==> config.mk <==
export PLATFORM = sky130hd
export DESIGN_NAME = ram_block_mover
export DESIGN_NICKNAME = d
export VERILOG_FILES = /design/src/rtl/risc16_mem_pkg.sv /design/src/rtl/ram_block_mover.sv
export SDC_FILE = /design/constraint.sdc
export NUM_CORES = 1
export LEC_CHECK = 0
export CAP_MARGIN = 20
export CORE_MARGIN = 4
export CORE_UTILIZATION = 40
export CTS_CLUSTER_SIZE = 28
export DETAILED_ROUTE_END_ITERATION = 8
export PLACE_DENSITY = 0.71
export SYNTH_ARGS = -nofsm -noshare
export SYNTH_HDL_FRONTEND = slang
export SYNTH_SLANG_ARGS = --single-unit
==> constraint.sdc <==
create_clock -name clk -period 2.8 [get_ports clk]
set_clock_uncertainty 0.2 [all_clocks]
set_input_delay 0.28 -clock clk [delete_from_list [all_inputs] [get_ports clk]]
set_output_delay 0.28 -clock clk [all_outputs]
set_load 0.1 [all_outputs]
==> src/rtl/risc16_mem_pkg.sv <==
// risc16_mem_pkg
//   Shared definitions for the single-port 256x16 data RAM and its initiators:
//   RAM geometry, the block-mover FSM state encoding and the legal range of
//   the RAM read latency.
package risc16_mem_pkg;

    localparam int RAM_AW = 8;
    localparam int RAM_DW = 16;

    // RAM read latency, edge latching the address -> ram_dout valid
    localparam int RD_LAT_MIN = 1;
    localparam int RD_LAT_MAX = 3;

    // Block mover FSM encoding (kept numerically stable for legacy decode)
    typedef logic [2:0] state_t;
    localparam state_t ST_IDLE = 3'd0;
    localparam state_t ST_RD   = 3'd1;
    localparam state_t ST_WAIT = 3'd2;
    localparam state_t ST_WR   = 3'd3;
    localparam state_t ST_DONE = 3'd4;
    localparam state_t ST_FILL = 3'd5;

endpackage

==> src/rtl/ram_block_mover.sv <==
// ram_block_mover
//   Copies len 16-bit words from src_addr to dst_addr inside the shared
//   256x16 single-port RAM, one word per RD/WAIT/WR round, ascending
//   addresses with 8-bit wrap, then pulses done.
//
// Parameters
//   RD_LAT     RAM read latency in cycles (1..3)
// Ports
//   clk, reset          clock, asynchronous active-high reset
//   start               one-cycle request, only honoured in IDLE
//   src_addr, dst_addr  first source / destination word address
//   len                 word count 0..256
//   busy                high from the cycle after accepted start through DONE
//   done                one-cycle completion pulse
//   ram_we, ram_addr, ram_din   RAM write enable / address / write data
//   ram_dout            RAM read data
//   fill, fill_data     (RAM_MOVER_FILL_MODE_EN only) write fill_data to len
//                       consecutive destination words, one per cycle
//
// Build option
//   RAM_MOVER_FILL_MODE_EN   adds the fill ports and the FILL state.
module ram_block_mover
    import risc16_mem_pkg::*;
#(
    parameter int RD_LAT = 1
) (
    input  logic              clk,
    input  logic              reset,
    input  logic              start,
    input  logic [RAM_AW-1:0] src_addr,
    input  logic [RAM_AW-1:0] dst_addr,
    input  logic [RAM_AW:0]   len,
`ifdef RAM_MOVER_FILL_MODE_EN
    input  logic              fill,
    input  logic [RAM_DW-1:0] fill_data,
`endif
    output logic              busy,
    output logic              done,
    output logic              ram_we,
    output logic [RAM_AW-1:0] ram_addr,
    output logic [RAM_DW-1:0] ram_din,
    input  logic [RAM_DW-1:0] ram_dout
);

    if (RD_LAT < RD_LAT_MIN || RD_LAT > RD_LAT_MAX) begin : g_bad_lat
        $error("ram_block_mover: RD_LAT out of range");
    end

    localparam int LW = $clog2(RD_LAT_MAX + 1);
    localparam logic [LW-1:0] LAT_LAST = LW'(RD_LAT - 1);

    state_t            state_q;
    logic [RAM_AW-1:0] src_q;
    logic [RAM_AW-1:0] dst_q;
    logic [RAM_AW:0]   cnt_q;   // one bit wider so len=256 fits
    logic [LW-1:0]     lat_q;
    logic [RAM_DW-1:0] data_q;

    // data_q is a register and only changes on entry to WR/FILL, so the
    // write-data port is driven straight from it.
    assign ram_din = data_q;

    always_ff @(posedge clk or posedge reset) begin
        if (reset) begin
            state_q  <= ST_IDLE;
            src_q    <= '0;
            dst_q    <= '0;
            cnt_q    <= '0;
            lat_q    <= '0;
            data_q   <= '0;
            busy     <= 1'b0;
            done     <= 1'b0;
            ram_we   <= 1'b0;
            ram_addr <= '0;
        end else begin
            // Outputs are loaded on the edge entering a state so that they
            // are valid for the whole cycle spent in it.
            case (state_q)
                ST_IDLE: begin
                    if (start) begin
                        src_q <= src_addr;
                        dst_q <= dst_addr;
                        cnt_q <= len;
                        busy  <= 1'b1;
`ifdef RAM_MOVER_FILL_MODE_EN
                        if (fill && len != '0) begin
                            state_q  <= ST_FILL;
                            data_q   <= fill_data;
                            ram_addr <= dst_addr;
                            ram_we   <= 1'b1;
                        end else
`endif
                        if (len == '0) begin
                            state_q <= ST_DONE;
                            done    <= 1'b1;
                        end else begin
                            state_q  <= ST_RD;
                            ram_addr <= src_addr;
                        end
                    end
                end
                ST_RD: begin
                    state_q <= ST_WAIT;
                    lat_q   <= '0;
                end
                ST_WAIT: begin
                    // ram_addr stays on src_q so a pipelined RAM sees a
                    // stable address for the whole latency window.
                    if (lat_q == LAT_LAST) begin
                        state_q  <= ST_WR;
                        data_q   <= ram_dout;
                        ram_addr <= dst_q;
                        ram_we   <= 1'b1;
                    end else begin
                        lat_q <= lat_q + LW'(1);
                    end
                end
                ST_WR: begin
                    ram_we <= 1'b0;
                    src_q  <= src_q + 8'd1;
                    dst_q  <= dst_q + 8'd1;
                    cnt_q  <= cnt_q - 9'd1;
                    if (cnt_q == 9'd1) begin
                        state_q <= ST_DONE;
                        done    <= 1'b1;
                    end else begin
                        state_q  <= ST_RD;
                        ram_addr <= src_q + 8'd1;
                    end
                end
`ifdef RAM_MOVER_FILL_MODE_EN
                ST_FILL: begin
                    dst_q <= dst_q + 8'd1;
                    cnt_q <= cnt_q - 9'd1;
                    if (cnt_q == 9'd1) begin
                        state_q <= ST_DONE;
                        ram_we  <= 1'b0;
                        done    <= 1'b1;
                    end else begin
                        ram_addr <= dst_q + 8'd1;
                    end
                end
`endif
                ST_DONE: begin
                    state_q <= ST_IDLE;
                    done    <= 1'b0;
                    busy    <= 1'b0;
                end
                default: begin
                    state_q <= ST_IDLE;
                    ram_we  <= 1'b0;
                    busy    <= 1'b0;
                    done    <= 1'b0;
                end
            endcase
        end
    end

endmodule

==> results.txt <==
----------------------------------------------------
[Status]
  Result of the run ... finished, final reports clean

[Critical path]
  Critical path fanouts, max ... 17
  Crit path required time ... about 2.8 ns
  Setup crit end kind ... flip-flop
  Depth of the worst register-to-register path ... 5
  Kind of start point of the critical path ... flip-flop
  Beginning of the critical path ... state_q[1]
  CP Data Arrival Time ... 2.37 ns
  Termination of the worst setup path ... ram_din[1]
  Category of the critical setup timing path ... reg2reg
  Launch point of the worst reg-to-reg path ... state_q[1]
  FF-to-FF setup slack ... between 0.4 and 0.5 ns
  Terminus of the critical flop-to-flop path ... ram_din[1]

[CTS]
  # resized after CTS ... 0
  Total number of clock tree sinks ... 57
  Clock tree from TritonCTS ... yes
  CTS Root Buffer Type ... sky130_fd_sc_hd__clkbuf_8
  Number of buffers inserted during clock tree synthesis ... 9
  Maximum clock path buffer count ... 2
  Reg clk slew, reported paths ... approximately 0.06 ns
  Worst-skew pair later-pin latency ... 0.34 ns
  Hold buffer count at CTS ... 0
  Post-CTS repair timing setup buffer count ... 0
  CTS H-Tree Depth ... 3

[Synthesis]
  Synth unique cells ... 60
  Synth top area share ... between 40% and 50%
  Largest cells by area after synthesis ... sky130_fd_sc_hd__dfrtp_1 45%, sky130_fd_sc_hd__mux2_2 5.7%, sky130_fd_sc_hd__nand2_1 3.6%, sky130_fd_sc_hd__nor2_1 3.5%, sky130_fd_sc_hd__o21ai_0 3.0%
  Flops & latches, synth ... 57
  Synth Net Count ... 362
  Number of enable-type register cells in the synthesized netlist ... 0
  Yosys warns ... 0
  Proportion of register bits with asynchronous set or reset after synthesis ... 100.0%
  Register area share after synthesis ... approximately 45%
  Primary flip-flop cell chosen by synthesis mapping ... sky130_fd_sc_hd__dfrtp_1
  Most used standard cell by instance count after synthesis ... sky130_fd_sc_hd__dfrtp_1
  Average cell area after synthesis ... approximately 10 µm²
  Count of mapped cells out of synthesis ... 313
  List of most frequent post-synthesis cells ... 57 x sky130_fd_sc_hd__dfrtp_1, 30 x sky130_fd_sc_hd__nand2_1, 29 x sky130_fd_sc_hd__nor2_1
  Post-synthesis instance area ... between 0.003 and 0.004 mm²
  Cell taking the most area after synthesis ... sky130_fd_sc_hd__dfrtp_1

[Detailed routing]
  Post-route DRC violation count ... 0
  Final routed wirelength across all metal layers ... about 7800 µm
  Detailed-routing iteration count for the pre-antenna-repair pass ... 4
  Vias after detailed routing ... 2664
  Post-DRT Antenna Nets ... 0
  Routed wire per std cell ... around 16 µm
  Starting DRT DRC Count ... 190
  Vias per Instance ... 5.415

[Job]
  Number of violations of the max-capacitance limit ... 0

[Timing]
  Count of final hold-check violations ... 0
  Max Transition Viols Final ... 0
  Final setup violation count ... 0
  Setup TNS Final ... 0 ns
  Final period utilization ... 83.94%
  Highest achievable clock rate ... between 0.4 and 0.5 GHz
  Setup repair after global routing missed its margin ... no
  Rel. slew slack ... about 64%
  Transition time at the pin with the least slew margin ... 0.5473 ns
  Time the final worst path needs with I/O delays and setup ... 2.350 ns

[Global route]
  Vias in the first global route ... approximately 2800
  First-pass GRT wire length ... roughly 13000 µm
  Initial antenna violation count ... 0
  Total track usage ... roughly 17%
  Total congestion overflow after global routing ... 0
  Largest net degree at the start of global routing ... a little under 60

[Placed design]
  HPWL reported at the end of detailed placement ... around 5700 µm
  Routability cong. ... around 0.8
  Buffers added on ports ... 70

[Die]
  Number of ports placed on the die boundary ... a little over 70
  Initial cell density of the core ... around 40%
  Number of core rows ... 32
  Total die area ... between 0.009 and 0.01 mm²
  Die height ... 96.61 µm
  Width of the die ... between 90 and 100 µm
  Core area ... approximately 0.0077 mm²

[Final layout]
  Diode count ... 0
  Count of nets after finishing ... 435
  Layout overhead on the synthesized area ... 28.37%
  Fill cell total of the finished layout ... 732
  Share of layout cells above drive strength 1 ... ~22%

[Min path]
  Worst hold path class ... in2async

----------------------------------------------------
==> cell families after synthesis <==
| kind of cell | Yosys count | synth area share, % |
|---|---|---|
| flops | 57 | 45.42 |
| fa+ha+maj | 5 | 1.992 |
| xor+xnor | 2 | 0.5579 |
| compound gates | 80 | 17.21 |
| simple gates | 112 | 19.56 |
| buf+inv | 32 | 5.697 |
| mux | 25 | 9.562 |
==> worst max-delay path, cell delays in order (launching register included) <==
cell                      delay (ns)
sky130_fd_sc_hd__dfrtp_1        0.56
sky130_fd_sc_hd__buf_4          0.23
sky130_fd_sc_hd__or2b_1         0.43
sky130_fd_sc_hd__nor3_4         0.18
sky130_fd_sc_hd__buf_4          0.26
sky130_fd_sc_hd__mux2_2         0.37
==> layout make-up <==
cell class | count | area, µm² | share of cell area (%)
timing repair buffer | 82 | 735.7 | 18.25
clock buffer | 11 | 141.4 | 3.507
inverter | 12 | 45.04 | 1.117
clock inverter | 4 | 20.02 | 0.4966
multi-input combinational | 224 | 1535 | 38.08
tap | 102 | 127.6 | 3.166
sequential | 57 | 1426 | 35.38
==> per-layer routing <==
metal	global-route usage [%]	wire length (µm)
met1	21.61	3412
met2	29.67	3912
met3	4.542	338
met4	4.860	106
met5	0	0
==> through the flow <==
| stage | util [%] | area, µm² | instances | worst slack (ns) | hold WS [ns] |
|---|---|---|---|---|---|
| global placement | 50.34 | 3870 | 477 | 0.3239 | 0.2885 |
| CTS | 52.44 | 4031 | 492 | 0.4439 | 0.1212 |
| detailed placement | 50.34 | 3870 | 477 | 0.3016 | 0.2903 |
| finish | 52.44 | 4031 | 492 | 0.4497 | 0.1123 |
| floorplan | - | 3141 | 313 | 0.8486 | 0.2092 |
| global route | 52.44 | 4031 | 492 | 0.3319 | 0.1470 |
==> state kept, by name, indices dropped and copies added (netlist names), 2 cells and up <==
name,count
cnt_q,9
dst_q,8
lat_q,2
ram_addr,8
ram_din,16
src_q,8
state_q,3
==> worst min path at each step <==
stage,startpoint,to,slack (ns),cells past startpoint
after global placement,src_q[7],src_q[7],0.29,1
after floorplan,len[3],cnt_q[3],0.21,2
after CTS,reset,ram_addr[2],0.12,3
final,reset,ram_din[3],0.11,3
after detailed placement,src_q[7],src_q[7],0.29,1
after global routing,reset,ram_din[1],0.15,3
==> cells in the final DEF, fill, tap and decap left out, types with 3 or more instances in the layout <==
cell,synthesis,routed
sky130_fd_sc_hd__a211oi_1,3,3
sky130_fd_sc_hd__nand3_1,15,15
sky130_fd_sc_hd__mux2_2,16,16
sky130_fd_sc_hd__dfrtp_1,57,57
sky130_fd_sc_hd__nand4_1,5,5
sky130_fd_sc_hd__a31oi_1,7,7
sky130_fd_sc_hd__a21oi_1,15,15
sky130_fd_sc_hd__buf_4,1,38
sky130_fd_sc_hd__ha_1,5,5
sky130_fd_sc_hd__a22oi_1,3,3
sky130_fd_sc_hd__o211ai_1,5,5
sky130_fd_sc_hd__mux2_4,6,6
sky130_fd_sc_hd__a22o_1,5,5
sky130_fd_sc_hd__nor2b_1,3,3
sky130_fd_sc_hd__clkinv_2,0,4
sky130_fd_sc_hd__nand2_1,30,30
sky130_fd_sc_hd__nor2_1,29,29
sky130_fd_sc_hd__mux2i_1,3,3
sky130_fd_sc_hd__clkdlybuf4s50_1,0,43
sky130_fd_sc_hd__o21ai_0,19,19
sky130_fd_sc_hd__inv_1,12,11
sky130_fd_sc_hd__nand2b_1,3,3
sky130_fd_sc_hd__clkbuf_8,0,10
sky130_fd_sc_hd__nor3_1,4,4
Power is left out: the tool's default activity adds up to more than one toggle a clock period on the data nets, which glitch-free logic cannot reach.
